**src/rtl/corr_pkg.sv**
```systemverilog
`default_nettype none
// ============================================================================
// Module   : corr_pkg
// Purpose  : Shared types and width helpers for the multi-lag correlator.
// Revision : 1.0 - initial release
// ============================================================================
package corr_pkg;

  // Control FSM states
  typedef enum logic [0:0] {
    CORR_IDLE = 1'b0,
    CORR_RUN  = 1'b1
  } corr_state_e;

  // Signed score width: one bit wider than the match counter
  function automatic int score_w(input int cnt_w);
    return cnt_w + 1;
  endfunction

  // Lag index width
  function automatic int lag_w(input int lags);
    return $clog2(lags);
  endfunction

endpackage
`default_nettype wire

```
**src/rtl/corr_lag_cell.sv**
```systemverilog
`default_nettype none
// ============================================================================
// Module   : corr_lag_cell
// Purpose  : One correlator lag: compares the sample with its delayed code
//            tap and accumulates matches. o_snap is the count including the
//            current compare, so the top can snapshot it on the final strobe.
// Revision : 1.0 - initial release
// ============================================================================
module corr_lag_cell #(
  parameter int CNT_W = 32
) (
  input  logic             clk,
  input  logic             rst_n,
  input  logic             i_clr,
  input  logic             i_en,
  input  logic             i_sig,
  input  logic             i_code,
  output logic [CNT_W-1:0] o_snap
);

  logic [CNT_W-1:0] r_acc;
  logic             w_match;

  assign w_match = (i_sig == i_code);
  assign o_snap  = r_acc + CNT_W'(w_match);

  // Accumulate matches on each strobe; clear has priority
  always_ff @(posedge clk or negedge rst_n) begin
    if (!rst_n) begin
      r_acc <= '0;
    end else if (i_clr) begin
      r_acc <= '0;
    end else if (i_en) begin
      r_acc <= o_snap;
    end
  end

endmodule
`default_nettype wire

```
**src/rtl/multi_lag_correlator.sv**
```systemverilog
`default_nettype none
// ============================================================================
// Module   : multi_lag_correlator
// Purpose  : Correlates a 1-bit sample stream against LAGS delayed copies of
//            a reference code over a programmable period, snapshots results
//            into a bank drained over valid/ready.
//            Build option CORR_PEAK_EN: adds the running peak search; when
//            undefined the peak outputs are tied to 0.
// Revision : 1.0 - initial release
// ============================================================================
module multi_lag_correlator
  import corr_pkg::*;
#(
  parameter int LAGS     = 8,
  parameter int PERIOD_W = 16,
  parameter int CNT_W    = 32
) (
  input  logic                      clk,
  input  logic                      rst_n,
  input  logic                      sig,
  input  logic                      code,
  input  logic                      sample_en,
  input  logic                      start,
  input  logic                      stop,
  input  logic [PERIOD_W-1:0]       period,
  output logic                      out_valid,
  input  logic                      out_ready,
  output logic [lag_w(LAGS)-1:0]    out_lag,
  output logic [CNT_W-1:0]          out_match,
  output logic [score_w(CNT_W)-1:0] out_score,
  output logic                      out_last,
  output logic                      overrun,
  output logic                      peak_valid,
  output logic [lag_w(LAGS)-1:0]    peak_lag,
  output logic [score_w(CNT_W)-1:0] peak_score
);

  localparam int c_LAG_W   = lag_w(LAGS);
  localparam int c_SCORE_W = score_w(CNT_W);
  localparam logic [c_LAG_W-1:0] c_LAST_LAG = c_LAG_W'(LAGS - 1);

  corr_state_e          r_state;
  logic [PERIOD_W-1:0]  r_period;
  logic [PERIOD_W-1:0]  r_cnt;
  logic [PERIOD_W-1:0]  w_cnt_inc;
  logic [LAGS-2:0]      r_code_dly;
  logic [LAGS-1:0]      w_code_tap;
  logic [CNT_W-1:0]     w_snap [LAGS];
  logic                 w_start_go;
  logic                 w_run_strobe;
  logic                 w_period_end;
  logic                 w_acc_clr;

  logic [CNT_W-1:0]     r_bank [LAGS];
  logic [PERIOD_W-1:0]  r_bank_period;
  logic                 r_full;
  logic [c_LAG_W-1:0]   r_rd_idx;
  logic                 r_overrun;
  logic                 w_accept;
  logic                 w_last_accept;
  logic                 w_bank_free;

  // Tap 0 is the live code; tap k is the code k strobes ago
  assign w_code_tap = {r_code_dly, code};

  // stop beats start; start with a zero period is ignored
  assign w_start_go   = start && !stop && (period != '0);
  assign w_run_strobe = (r_state == CORR_RUN) && sample_en && !stop && !w_start_go;
  assign w_cnt_inc    = r_cnt + 1'b1;
  assign w_period_end = w_run_strobe && (w_cnt_inc == r_period);
  assign w_acc_clr    = stop || w_start_go || w_period_end;

  // Code delay line shifts on every strobe regardless of state
  always_ff @(posedge clk or negedge rst_n) begin
    if (!rst_n) begin
      r_code_dly <= '0;
    end else if (sample_en) begin
      r_code_dly <= w_code_tap[LAGS-2:0];
    end
  end

  // Control FSM, latched period and sample counter
  always_ff @(posedge clk or negedge rst_n) begin
    if (!rst_n) begin
      r_state  <= CORR_IDLE;
      r_period <= '0;
      r_cnt    <= '0;
    end else begin
      if (stop) begin
        r_state <= CORR_IDLE;
      end else if (w_start_go) begin
        r_state  <= CORR_RUN;
        r_period <= period;
      end
      if (w_acc_clr) begin
        r_cnt <= '0;
      end else if (w_run_strobe) begin
        r_cnt <= w_cnt_inc;
      end
    end
  end

  generate
    for (genvar k = 0; k < LAGS; k++) begin : g_lag
      corr_lag_cell #(
        .CNT_W (CNT_W)
      ) u_cell (
        .clk    (clk),
        .rst_n  (rst_n),
        .i_clr  (w_acc_clr),
        .i_en   (w_run_strobe),
        .i_sig  (sig),
        .i_code (w_code_tap[k]),
        .o_snap (w_snap[k])
      );
    end
  endgenerate

  assign w_accept      = r_full && out_ready;
  assign w_last_accept = w_accept && (r_rd_idx == c_LAST_LAG);
  // The bank can be refilled in the same cycle its last beat leaves
  assign w_bank_free   = !r_full || w_last_accept;

  // Bank occupancy, drain pointer and sticky overrun
  always_ff @(posedge clk or negedge rst_n) begin
    if (!rst_n) begin
      r_full        <= 1'b0;
      r_rd_idx      <= '0;
      r_bank_period <= '0;
      r_overrun     <= 1'b0;
    end else begin
      if (w_period_end && w_bank_free) begin
        r_full        <= 1'b1;
        r_rd_idx      <= '0;
        r_bank_period <= r_period;
      end else if (w_accept) begin
        if (w_last_accept) begin
          r_full <= 1'b0;
        end else begin
          r_rd_idx <= r_rd_idx + 1'b1;
        end
      end
      if (w_start_go) begin
        r_overrun <= 1'b0;
      end else if (w_period_end && !w_bank_free) begin
        r_overrun <= 1'b1;
      end
    end
  end

  // Snapshot final per-lag counts into the bank
  always_ff @(posedge clk or negedge rst_n) begin
    if (!rst_n) begin
      for (int k = 0; k < LAGS; k++) r_bank[k] <= '0;
    end else if (w_period_end && w_bank_free) begin
      for (int k = 0; k < LAGS; k++) r_bank[k] <= w_snap[k];
    end
  end

  assign out_valid = r_full;
  assign out_lag   = r_rd_idx;
  assign out_match = r_bank[r_rd_idx];
  assign out_last  = r_full && (r_rd_idx == c_LAST_LAG);
  assign overrun   = r_overrun;
  // Score uses the period the bank was filled with, not the live one
  assign out_score = {out_match, 1'b0} - c_SCORE_W'(r_bank_period);

`ifdef CORR_PEAK_EN
  logic [c_LAG_W-1:0]   r_best_lag;
  logic [c_SCORE_W-1:0] r_best_score;
  logic [c_LAG_W-1:0]   w_cand_lag;
  logic [c_SCORE_W-1:0] w_cand_score;
  logic                 r_peak_valid;
  logic [c_LAG_W-1:0]   r_peak_lag;
  logic [c_SCORE_W-1:0] r_peak_score;

  // Lag 0 seeds the search; strict greater-than keeps the lowest lag on ties
  always_comb begin
    w_cand_lag   = r_best_lag;
    w_cand_score = r_best_score;
    if ((r_rd_idx == '0) || ($signed(out_score) > $signed(r_best_score))) begin
      w_cand_lag   = r_rd_idx;
      w_cand_score = out_score;
    end
  end

  // Running maximum over accepted beats, published after the last beat
  always_ff @(posedge clk or negedge rst_n) begin
    if (!rst_n) begin
      r_best_lag   <= '0;
      r_best_score <= '0;
      r_peak_valid <= 1'b0;
      r_peak_lag   <= '0;
      r_peak_score <= '0;
    end else begin
      r_peak_valid <= w_last_accept;
      if (w_accept) begin
        r_best_lag   <= w_cand_lag;
        r_best_score <= w_cand_score;
      end
      if (w_last_accept) begin
        r_peak_lag   <= w_cand_lag;
        r_peak_score <= w_cand_score;
      end
    end
  end

  assign peak_valid = r_peak_valid;
  assign peak_lag   = r_peak_lag;
  assign peak_score = r_peak_score;
`else
  assign peak_valid = 1'b0;
  assign peak_lag   = '0;
  assign peak_score = '0;
`endif

endmodule
`default_nettype wire

```
**config.mk**
```make
export PLATFORM = sky130hd
export DESIGN_NAME = multi_lag_correlator
export DESIGN_NICKNAME = d
export VERILOG_FILES = /design/src/rtl/corr_pkg.sv /design/src/rtl/corr_lag_cell.sv /design/src/rtl/multi_lag_correlator.sv
export SDC_FILE = /design/constraint.sdc
export NUM_CORES = 1
export LEC_CHECK = 0
export CAP_MARGIN = 20
export CORE_ASPECT_RATIO = 1.25
export CORE_MARGIN = 3
export CORE_UTILIZATION = 30
export CTS_BUF_LIST = sky130_fd_sc_hd__clkbuf_8
export CTS_CLUSTER_SIZE = 30
export DETAILED_ROUTE_END_ITERATION = 8
export GPL_ROUTABILITY_DRIVEN = 1
export PLACE_DENSITY_LB_ADDON = 0.15
export SYNTH_ARGS = -nofsm -noshare
export SYNTH_HDL_FRONTEND = slang
export SYNTH_SLANG_ARGS = --single-unit
export TNS_END_PERCENT = 100
```
**constraint.sdc**
```tcl
create_clock -name clk -period 7.1 [get_ports clk]
set_input_delay 0.71 -clock clk [delete_from_list [all_inputs] [get_ports clk]]
set_output_delay 0.71 -clock clk [all_outputs]
set_load 0.05 [all_outputs]
```
# == Yosys cells after proc, flatten, opt, wreduce, memory -nomap -nowiden ==
# Index checks and enable logic that the tools add are counted.
# classes
addsub,11
order_cmp,1
eq_ne,11
n_mux,31
bitwise,2
reduce_logical,27
# ops
operator,count
$mux 32,18
$add 32x1->32,8
$bmux 32 s3,1
$sub 33x16->33,1
$mux 16,2
$add 16x1->16 const B,1
$eq 16x16->1,1
$reduce_bool 16->1,1
$logic_and 1x1->1,11
$reduce_bool 2->1,5
$mux 3,3
$eq 1x1->1,8
$mux 1,7
$reduce_and 2->1,3
$ge 4x4->1 const B,1
$logic_not 1->1,4
$not 3->4,1
$add 3x1->3 const B,1
$eq 3x3->1 const B,1
$logic_or 1x1->1,3
$ne 2x1->1 const B,1
$not 1->1,1
# totals
register_bits,573
in_bits,24
out_inout_bits,108
word_cells,107

# == Logic depth before layout (Yosys ltp) ==
# Gate-level depths: netlist (run 1).
# depth
ltp_word,9
depth_mapped,18
depth_no_buf,11

# == Hierarchy ==
# A second synthesis (run 1) with hierarchy kept.
# hier_totals
cells_unflattened,3450
hier_area_um2,34740.8
# by_module_without_submodules
mod,n_inst,cells_per_inst,area_per_inst_um2,seq_area_each_um2
corr_lag_cell,8,279,2299.7,800.8
multi_lag_correlator,1,1218,16343.2,7932.6

# == Worst setup path before layout (run 1) ==
# Ideal clock, no wire load.
# synth_timing
path_kind,reg2out
from,register r_rd_idx[1] (netlist: out_lag[1])
to,output out_score[25]
arrival_ns,5.997
required_time_ns,6.390
setup_slack_ns,0.393
path_stages_with_launch,19
path_buffers,7
cell_sequence,dfrtp_1 > buf_2 > buf_2 > buf_2 > clkbuf_1 > buf_2 > buf_1 > mux4_2 > nand2_1 > nand2_1 > ha_1 > and3b_1 > o311a_1 > nor2_1 > o311a_1 > a22o_1 > clkbuf_1 > nand4b_1 > xnor2_1
# synth_between
elab_chain_cells,5
# synth_lines
element,line_no,text
start: declaration,multi_lag_correlator.sv:57,logic [c_LAG_W-1:0] r_rd_idx;
start signal: assignment,multi_lag_correlator.sv:140,r_rd_idx <= r_rd_idx + 1'b1;
$not 3->4 (implied by the code),multi_lag_correlator.sv:162,assign out_match = r_bank[r_rd_idx];
$bmux 32 s3,multi_lag_correlator.sv:162,
$mux 32 (implied by the code) (2 in a row),multi_lag_correlator.sv:162,
named net out_match[1],multi_lag_correlator.sv:29,"output logic [CNT_W-1:0] out_match,"
$sub 33x16->33,multi_lag_correlator.sv:166,"assign out_score = {out_match, 1'b0} - c_SCORE_W'(r_bank_period);"
end: declaration,multi_lag_correlator.sv:30,"output logic [score_w(CNT_W)-1:0] out_score,"
# The timed path passes the listed nets, and every way through them passes these cells. The select of a mux whose other input is x is not followed.

# == Worst setup path after layout (run 1) ==
# layout_timing
from,register r_rd_idx[0] (netlist: out_lag[0])
to,output out_score[28]
# layout_between
elab_chain_cells,5
# layout_lines
element,line_no
$not 3->4 (implied by the code),multi_lag_correlator.sv:162
$bmux 32 s3,multi_lag_correlator.sv:162
$mux 32 (implied by the code) (2 in a row),multi_lag_correlator.sv:162
$sub 33x16->33,multi_lag_correlator.sv:166
# No other way between the ends. The select of a mux whose other input is x is not followed.

==> summary.md, run 1 <==
| Metric | Value |
|---|---|
| Status | `complete, no violations` |
| Critical Path RT | `6.39 ns` |
| Final net count | `3384` |
| Synth top area cells | `dfrtp_1, xnor2_1, nor2_1` |
| Critical path's slowest cell | `clkdlybuf4s50_1` |
| Share of Yosys cell area claimed by the top area cell type | `46.3%` |
| Worst R2R Path Depth | `10` |
| Die Width | `293 µm` |
| Post-route DRC | `0` |
| Clock latency on the worst-skew pair | `0.76 ns` |
| Flop pwr share | `49.1%` |
| Max_slew headroom | `28.2%` |
| I/O Pins | `132` |
| Antenna-violating nets left | `0` |
| CTS resizes | `0` |
| Fillers | `10500` |
| CP max FO | `33` |
| GR peak layer | `met2` |
| DP Worst Slack | `1.44 ns` |
| TritonCTS buffer count | `101` |
| Clock power frac | `46.6%` |
| Die footprint | `0.107 mm²` |
| Max Freq | `0.158 GHz` |
| Clock sink count | `573` |
| Final critical-path setup slack | `0.783 ns` |
| Worst Hold Depth | `1` |
| FFs w/ async S/R, synth | `100%` |
| Core area | `0.102 mm²` |
| Sw Ratio | `25.2%` |
| CP endpoint kind | `primary output` |
| P_leak | `14.3 nW` |
| Final period util | `89.0%` |
| Routed wire length | `92.1 mm` |
| Post-synth EDFFs | `0` |
| Net Sw Power | `1.71 mW` |
| Setup Viol. Count Final | `0` |
| TritonCTS clock tree | `yes` |
| Final Critical Period | `6.32 ns` |
| Avg Synthesized Cell Area | `9.46 µm²` |
| VDD IR max | `0.000106 V` |
| Final hold vios | `0` |
| CP arrival | `5.61 ns` |
| Worst Skew | `0.0447 ns` |
| Yosys reg bits | `573` |
| Final Slew Violations | `0` |
| Total negative slack | `0 ns` |
| Critical path type | `flip-flop to primary output` |
| Startpoint Class | `flip-flop` |
| Ys flop type | `dfrtp_1` |
| RePlAce Congestion | `0.816` |
| Unrepaired setup endpoints after global routing | `false` |
| DR iter-0 viols | `1410` |
| DP HPWL | `64.3 mm` |
| Vias per cell | `4.75` |
| Power Internal | `5.08 mW` |
| H-tree depth | `3` |
| Largest net degree at the start of global routing | `161` |
| Synth warnings | `0` |
| Pwr Density | `194 mW/mm²` |
| R2r setup slk | `2.81 ns` |
| GRT Total Usage | `17.2%` |
| Worst reg2reg path startpoint | `r_cnt[0]$_DFFE_PN0P_` |
| Via count | `22500` |
| Crit-path max cell delay | `0.83 ns` |
| Clk slew on worst S/H paths | `0.06 ns` |
| Hold wc startpoint | `r_state$_DFFE_PN0P_` |
| FP Rows | `131` |
| Starting density of the core | `30.3%` |
| Critical Path, Cell by Cell | `buf_4 > mux4_2 > nand2_1 > nand2_1 > ha_1 > o21a_1 > o211ai_1 > and3_1 > a21oi_1 > buf_4 > nor4_2 > buf_4 > xor2_1 > clkdlybuf4s50_1` |
| Hold EP | `r_state$_DFFE_PN0P_` |
| CP most frequent cell | `buf_4` |
| First-pass GRT wire length | `140 mm` |
| Worst r2r dst | `r_bank[31]$_DFFE_PN0P_` |
| Mapped Area | `0.0309 mm²` |
| Leading area contributor after synthesis | `dfrtp_1` |
| Average wire per standard cell | `19.5 µm` |
| Met1 usage in global routing | `23.9%` |
| Vias in the first global route | `22300` |
| Total congestion overflow | `0` |
| Layout area overhead | `13.4%` |
| Sequential share of the synthesized area | `46.3%` |
| Root buf cell | `clkbuf_8` |
| Worst-Margin Slew | `1.07 ns` |
| Maximum clock insertion buffer count | `3` |
| Share of layout cells above drive strength 1 | `9.67%` |
| Die Y | `365 µm` |
| Initial antenna violation count | `4` |
| Max-Cap Viols | `0` |
| Port bufs | `94` |
| Met2 GRT Util | `27.3%` |
| 1st-pass router iterations | `7` |
| Post-Syn Instances | `3272` |
| Met3 GRT Util | `2.88%` |
| Comb power frac | `4.3%` |
| Worst Hold Class | `flip-flop to flip-flop` |
| Distinct cell type count after synthesis | `59` |
==> logic make-up (layout without fill, tap and decap cells) <==
| group | count (synthesis) | in the layout | synth area share [%] |
|---|---|---|---|
| other cells | 1 | 38 | 0.0121 |
| flops | 573 | 573 | 46.3 |
| simple gates | 1381 | 1381 | 19.6 |
| mux | 122 | 122 | 6.78 |
| fa+ha+maj | 35 | 35 | 1.44 |
| compound gates | 337 | 337 | 5.84 |
| buf+inv | 273 | 367 | 4.45 |
| xor+xnor | 550 | 550 | 15.6 |
==> cell type report <==
cell class / count / area [µm²] / area share, %
multi-input cells: 2462 / 15400 / 43.9
diodes: 1 / 2.50 / 0.00713
clock buffers: 126 / 1730 / 4.94
inverters: 50 / 188 / 0.535
clock inverters: 54 / 319 / 0.909
well taps: 1330 / 1660 / 4.74
repair buffers: 137 / 1430 / 4.09
flip-flops and latches: 573 / 14300 / 40.9
==> cells in the final DEF, fill, tap and decap left out, types with 29 or more instances in the layout <==
master | synthesis | final
inv_1 | 50 | 83
nor2_1 | 695 | 695
clkbuf_8 | 0 | 126
and3_1 | 38 | 38
buf_4 | 70 | 29
nand2_1 | 297 | 297
nand4_1 | 79 | 79
o21ai_0 | 29 | 29
ha_1 | 34 | 34
nor3_1 | 53 | 52
dfrtp_1 | 573 | 570
mux4_2 | 65 | 65
conb_1 | 1 | 37
a21oi_1 | 275 | 275
clkdlybuf4s50_1 | 0 | 93
mux2_2 | 51 | 51
xnor2_1 | 301 | 301
nand3_1 | 105 | 105
xor2_1 | 249 | 249
==> state kept, by name (all words and copies together), names as in the netlist <==
name	flops
g_lag.u_cell.r_acc	256
r_bank	256
r_bank_period	16
r_cnt	16
r_period	16
r_code_dly	7
out_lag	3
out_valid	1
overrun	1
r_state	1
==> repair_timing <==
action                                  4_1_cts  5_1_grt
endpoints found under the setup margin        0        0
hold buffers                                  1        0
hold endpoints to repair                     79        0
buffers inserted                              0        0
==> synthesized netlist by cell type, drive strengths merged, types with 51 or more instances <==
master,number
mux4,65
nand4,80
buf,143
nor3,53
nand3,106
a21oi,275
xnor2,301
nor2,695
dfrtp,573
xor2,249
nand2,298
clkbuf,80
mux2,51
==> power by group through the flow <==
stage                     logic [mW]  clock network [mW]  registers, mW
final                          0.292                3.16           3.33
after global placement         0.301                   0           3.39
after detailed placement       0.300                   0           3.39
after CTS                      0.301                3.30           3.33
after global routing           0.325                3.43           3.34
after floorplan                0.188                   0           3.37
==> worst max-delay path by stage <==
stage                         end  cells after the start                   start
CTS                 out_score[28]                     14  out_lag[0]$_DFFE_PN0P_
detailed placement  out_score[28]                     14  out_lag[0]$_DFFE_PN0P_
finish              out_score[28]                     14  out_lag[0]$_DFFE_PN0P_
global route        out_score[28]                     14  out_lag[0]$_DFFE_PN0P_
floorplan           out_score[25]                     18  out_lag[1]$_DFFE_PN0P_
global placement    out_score[18]                     11  out_lag[0]$_DFFE_PN0P_
==> per-layer routing <==
| metal | vias up | part of all wire, % |
|---|---|---|
| met4 | 0 | 2.5 |
| met2 | 346 | 46 |
| met5 | - | 0 |
| met1 | 11100 | 48 |
| met3 | 113 | 4.1 |
| li1 | 11000 | - |
==> metrics by stage <==
| step | area, µm² | hold WS, ns | cells | power, mW | utilization [%] |
|---|---|---|---|---|---|
| 2_1_floorplan | 31100 | 0.414 | 3308 | 3.56 | - |
| 3_3_place_gp | 33000 | 0.462 | 4551 | 3.69 | 32.3 |
| 3_5_place_dp | 33000 | 0.466 | 4551 | 3.69 | 32.3 |
| 4_1_cts | 35100 | 0.480 | 4732 | 6.93 | 34.4 |
| 5_1_grt | 35100 | 0.503 | 4733 | 7.09 | 34.4 |
| 6_report | 35100 | 0.478 | 4733 | 6.79 | 34.4 |
==> worst max-delay path, delay by kind of cell (launching register included) <==
family / cells / cell delay [ns]
muxes: 1 / 0.58
adders and majority gates: 1 / 0.37
AOI/OAI and AO/OA: 3 / 0.49
xor gates and xnor gates: 1 / 0.17
DFF: 1 / 0.76
and+or+nand+nor: 4 / 0.65
buffers and inverters: 4 / 1.82
No activity file was read; power rests on OpenSTA's default activity.
==> run 2, diff against run 1 <==
- DONT_BUFFER_PORTS: default -> 1
==> run 2 against run 1 <==
The flow now finishes with violations (hold timing, slew limit); total power decreased by 1.1%; sequential power about the same; critical path depth down 2; critical path type unchanged.
==> summary.md, run 2 (same netlist as run 1, synthesis figures left out) <==
| Metric | Value |
|---|---|
| Status | `finished, violations left` |
| Failing checks | `hold timing, slew limit` |
| Die Y | `365 µm` |
| Met2 GRT Util | `26.4%` |
| Largest regs | `g_lag.u_cell.r_acc x256, r_bank x256` |
| Setup Viol. Count Final | `0` |
| Startpoint Class | `flip-flop` |
| Final Critical Period | `6.41 ns` |
| Vias in the first global route | `21800` |
| Antenna-violating nets left | `0` |
| DP HPWL | `60.4 mm` |
| I/O Pins | `132` |
| Worst setup path startpoint | `out_lag[0]$_DFFE_PN0P_` |
| Post-route DRC | `0` |
| Met3 GRT Util | `2.47%` |
| Maximum clock insertion buffer count | `3` |
| GR peak layer | `met2` |
| Placed cells | `4468` |
| P_leak | `14.0 nW` |
| Final hold vios | `179` |
| Worst-Margin Slew | `3.03 ns` |
| Initial antenna violation count | `6` |
| Core area | `0.102 mm²` |
| Routed wire length | `89.7 mm` |
| Port bufs | `0` |
| CTS resizes | `0` |
| FP Rows | `131` |
| Unrepaired setup endpoints after global routing | `false` |
| Vias per cell | `4.77` |
| Share of layout cells above drive strength 1 | `10.3%` |
| Max Freq | `0.156 GHz` |
| Critical Path RT | `6.39 ns` |
| Final net count | `3310` |
| Critical path type | `flip-flop to primary output` |
| Via count | `22200` |
| GRT Total Usage | `16.8%` |
| RePlAce Congestion | `0.824` |
| Starting density of the core | `30.3%` |
| CP max FO | `32` |
| Non-Filler Instances | `4663` |
| Largest net degree at the start of global routing | `574` |
| Max_slew headroom | `-102%` |
| Register Area | `0.0143 mm²` |
| Worst Hold Class | `input port to async pin` |
| 1st-pass router iterations | `5` |
| Clock latency on the worst-skew pair | `0.76 ns` |
| Postcts setup bufs | `0` |
| Total negative slack | `0 ns` |
| Pwr Density | `196 mW/mm²` |
| Overall Power | `6.72 mW` |
| H-tree depth | `3` |
| WHS | `-0.231 ns` |
| First-pass GRT wire length | `137 mm` |
| TritonCTS buffer count | `100` |
| Clock sink count | `573` |
| Fillers | `10600` |
| Clk slew on worst S/H paths | `0.06 ns` |
| Commonest non-fill, non-tap cell in the layout | `nor2_1` |
| Final Slew Violations | `387` |
| Die footprint | `0.107 mm²` |
| CP endpoint kind | `primary output` |
| DR iter-0 viols | `1365` |
| VDD IR max | `0.000106 V` |
| Final period util | `90.3%` |
| Multi-input logic area | `0.0154 mm²` |
| Root buf cell | `clkbuf_8` |
| Max-Cap Viols | `0` |
| CP arrival | `5.70 ns` |
| Most frequent cells in the layout | `nor2_1, dfrtp_1, xnor2_1` |
| Worst Skew | `0.0481 ns` |
| TritonCTS clock tree | `yes` |
| Die Width | `293 µm` |
| Layout area overhead | `10.8%` |
| Worst reg2reg path startpoint | `r_cnt[0]$_DFFE_PN0P_` |
| Average wire per standard cell | `19.2 µm` |
| Met1 usage in global routing | `23.6%` |
| # hold bufs at CTS | `11` |
| Total congestion overflow | `0` |
==> run 2: cell count changes in the layout (fill, tap and decap cells not counted), sizes merged <==
| cell | delta |
|---|---|
| clkinv | -1 |
| clkinvlp | +1 |
| clkdlybuf4s50 | -93 |
| inv | -2 |
| dlygate4sd3 | +10 |
| buf | +10 |
| clkbuf | +7 |
| bufinv | -2 |
==> run 2: through the flow <==
stage | setup slack, ns | util, % | hold slack [ns] | instance area [µm²]
2_1_floorplan | 0.393 | - | 0.414 | 31100
3_5_place_dp | 1.43 | 31.4 | 0.470 | 32100
3_3_place_gp | 1.46 | 31.4 | 0.465 | 32100
5_1_grt | 0.363 | 33.6 | -0.299 | 34300
4_1_cts | 0.560 | 33.6 | -0.358 | 34300
6_report | 0.688 | 33.6 | -0.231 | 34300
==> run 2: power breakdown <==
group,total (mW),internal (mW),switching [mW]
Clock,3.17,1.70,1.47
Combinational,0.205,0.0707,0.135
Sequential,3.34,3.29,0.0437
==> run 2: worst paths after layout <==
path,to,slack (ns),cells past startpoint
setup reg to reg,g_lag[0].u_cell.r_acc[10]$_DFFE_PN0P_,2.58,9
max in group asynchronous,out_lag[1]$_DFFE_PN0P_,4.64,0
min in group clk,r_period[6]$_DFFE_PN0P_,0.11,1
hold reg to reg,r_state$_DFFE_PN0P_,0.48,1
hold / removal,g_lag[5].u_cell.r_acc[30]$_DFFE_PN0P_,-0.23,0
setup / recovery,out_score[25],0.69,12
==> run 2: metal layers <==
layer  vias up  share of wire (%)
li1      10800                  -
met1     10900                 48
met2       368                 46
met3       119                3.9
met4         0                2.4
met5         -                  0
==> run 2: layout make-up <==
cell class	count	share of cell area [%]
multi-input combinational	2462	45.0
sequential	573	41.9
clock buffer	133	5.34
tap	1330	4.86
timing repair buffer	64	1.70
clock inverter	50	0.727
inverter	50	0.548
antenna	1	0.00730
==> run 2: critical path, stage by stage (launching register included) <==
cell      delay, ns
dfrtp_4        0.92
mux4_2         0.60
nand2_1        0.13
nand2_1        0.38
ha_1           0.49
and3b_1        0.21
o311a_1        0.36
nor2_1         0.18
o311a_1        0.28
a22o_1         0.78
nand4b_1       0.21
xnor2_1        0.20
buf_4          0.22
==> run 3, diff against run 2 <==
- clock period: 7.1 -> 6.1 ns (I/O delays scaled with it)
==> run 3 against run 2 <==
Total power increased by 17%; the flow still finishes with violations (hold timing, slew limit); sequential power grew 16%; combinational power up 26%; critical path type unchanged; non-clock buffer count grew 39; global-route usage rose by 0.57 points.
==> summary.md, run 3 (same netlist as run 1, synthesis figures left out) <==
| Metric | Value |
|---|---|
| Status | `finished, violations left` |
| Failing checks | `hold timing, slew limit` |
| GRT Total Usage | `17.3%` |
| Commonest non-fill, non-tap cell in the layout | `nor2_1` |
| Total congestion overflow | `0` |
| VDD IR max | `0.000132 V` |
| Worst R2R Path Depth | `9` |
| CP most frequent cell | `nand2_1` |
| Share of layout cells above drive strength 1 | `11.8%` |
| Initial antenna violation count | `5` |
| TritonCTS buffer count | `103` |
| Final net count | `3352` |
| Final core occ | `34.2%` |
| Layout area overhead | `13.0%` |
| Total negative slack | `0 ns` |
| 1st-pass router iterations | `5` |
| Critical path's slowest cell | `dfrtp_4` |
| I/O Pins | `132` |
| Critical Path, Cell by Cell | `buf_6 > mux4_2 > nand2_1 > nand2_1 > ha_1 > a41oi_1 > o21a_1 > a2bb2oi_1 > o311a_1 > a22o_1 > buf_4 > nand4b_1 > xnor2_4 > buf_12` |
| Vias per cell | `4.78` |
| RePlAce Congestion | `0.810` |
| Unrepaired setup endpoints after global routing | `false` |
| # hold bufs at CTS | `19` |
| Clock sink count | `573` |
| CP max FO | `9` |
| CP endpoint kind | `primary output` |
| Die Width | `293 µm` |
| Routed wire length | `93.3 mm` |
| Die Y | `365 µm` |
| Starting density of the core | `30.3%` |
| DR iter-0 viols | `1445` |
| Post-route DRC | `0` |
| Crit-path max cell delay | `0.67 ns` |
| Port bufs | `0` |
| Die footprint | `0.107 mm²` |
| Worst Skew | `0.0260 ns` |
| Core area | `0.102 mm²` |
| Clock latency on the worst-skew pair | `0.75 ns` |
| Worst Hold Class | `input port to async pin` |
| Max Freq | `0.174 GHz` |
| Bufs and invs on worst path | `3` |
| Family with the most delay on the worst path | `compound AO/OA/AOI/OAI gates` |
| Final Critical Period | `5.75 ns` |
| First-pass GRT wire length | `142 mm` |
| WHS | `-0.435 ns` |
| Root buf cell | `clkbuf_8` |
| Worst-Margin Slew | `1.60 ns` |
| Antenna-violating nets left | `0` |
| Startpoint Class | `flip-flop` |
| Max-Cap Viols | `0` |
| Maximum clock insertion buffer count | `3` |
| Largest net degree at the start of global routing | `574` |
| Setup Viol. Count Final | `0` |
| Register Area | `0.0143 mm²` |
| Final hold vios | `573` |
| CP arrival | `5.14 ns` |
| Worst r2r dst | `g_lag[7].u_cell.r_acc[12]$_DFFE_PN0P_` |
| Clk slew on worst S/H paths | `0.06 ns` |
| R2r setup slk | `1.67 ns` |
| Largest regs | `g_lag.u_cell.r_acc x256, r_bank x256` |
| Final Slew Violations | `70` |
| Final period util | `94.2%` |
| FP Rows | `131` |
| Max_slew headroom | `-6.64%` |
| Cell Area, Placed | `0.0326 mm²` |
| Average wire per standard cell | `19.9 µm` |
| Pwr Density | `226 mW/mm²` |
| Overall Power | `7.89 mW` |
| Vias in the first global route | `22400` |
| H-tree depth | `3` |
| P_leak | `14.3 nW` |
| Multi-input logic area | `0.0156 mm²` |
| Critical path type | `flip-flop to primary output` |
| Worst reg2reg path startpoint | `r_cnt[0]$_DFFE_PN0P_` |
| DP HPWL | `64.4 mm` |
| Finished Cell Area | `0.0349 mm²` |
| Most frequent cells in the layout | `nor2_1, dfrtp_1, nand2_1` |
| Fillers | `10500` |
| TritonCTS clock tree | `yes` |
| Critical Path RT | `5.49 ns` |
| Via count | `22500` |
==> run 3: cell types whose count changed in the layout (fill, tap and decap cells not counted), sizes merged <==
cell,before,now
bufinv,1,0
dlygate4sd3,11,19
buf,53,84
clkinv,12,9
clkinvlp,4,2
clkbuf,133,139
inv,83,80
==> run 3: cell type report <==
| type | count | share of cell area [%] |
|---|---|---|
| antenna | 1 | 0.00716 |
| clock buffer | 139 | 5.47 |
| clock inverter | 41 | 0.573 |
| inverter | 50 | 0.537 |
| multi-input combinational | 2462 | 44.5 |
| sequential | 573 | 41.1 |
| tap | 1330 | 4.76 |
| timing repair buffer | 103 | 3.05 |
==> run 3: metrics by stage <==
stage	hold WS (ns)	worst slack [ns]	instances
after floorplan	0.314	0.0526	3308
after global placement	0.325	0.713	4494
after detailed placement	0.333	0.788	4496
after CTS	-0.517	0.0675	4696
after global routing	-0.476	0.0267	4699
final	-0.435	0.352	4699
==> run 3: metal layers <==
layer | routed length [µm] | track usage (%) | vias to the layer above
met1 | 44300 | 24.2 | 11100
met4 | 2230 | 5.54 | 0
met2 | 43100 | 27.6 | 401
met5 | 0 | 0 | -
li1 | - | - | 10900
met3 | 3730 | 2.69 | 116
==> run 3: worst register-to-register path, delay by kind of cell (launching register included) <==
family	cells	cell delay, ns
buffers and inverters	1	0.64
AO/OA/AOI/OAI	1	0.48
adder cells (fa/ha/maj)	1	0.31
AND/OR/NAND/NOR	6	2.37
flip-flops	1	0.47
==> run 3: worst max path at each step <==
stage                     cells after the start                   start            end
after global placement                       10  out_lag[1]$_DFFE_PN0P_  out_score[31]
after global routing                         12  out_lag[0]$_DFFE_PN0P_  out_score[28]
after CTS                                    13  out_lag[1]$_DFFE_PN0P_  out_score[32]
after detailed placement                     10  out_lag[1]$_DFFE_PN0P_  out_score[31]
final                                        14  out_lag[0]$_DFFE_PN0P_  out_score[25]
after floorplan                              16  out_lag[1]$_DFFE_PN0P_  out_score[15]
==> run 3: power by group <==
part           total (mW)  switching [mW]  internal (mW)  leakage (nW)
logic               0.258           0.166         0.0925          5.27
clock network        3.75            1.72           2.02          1.19
registers            3.88          0.0494           3.83          7.86
total                7.89            1.94           5.95          14.3
==> run 3: what timing repair did <==
action | CTS | global route
buffers inserted | 1 | 2
setup endpoints to repair | 4 | 5
endpoints found under the hold margin | 596 | 573
resized for setup | 1 | 1
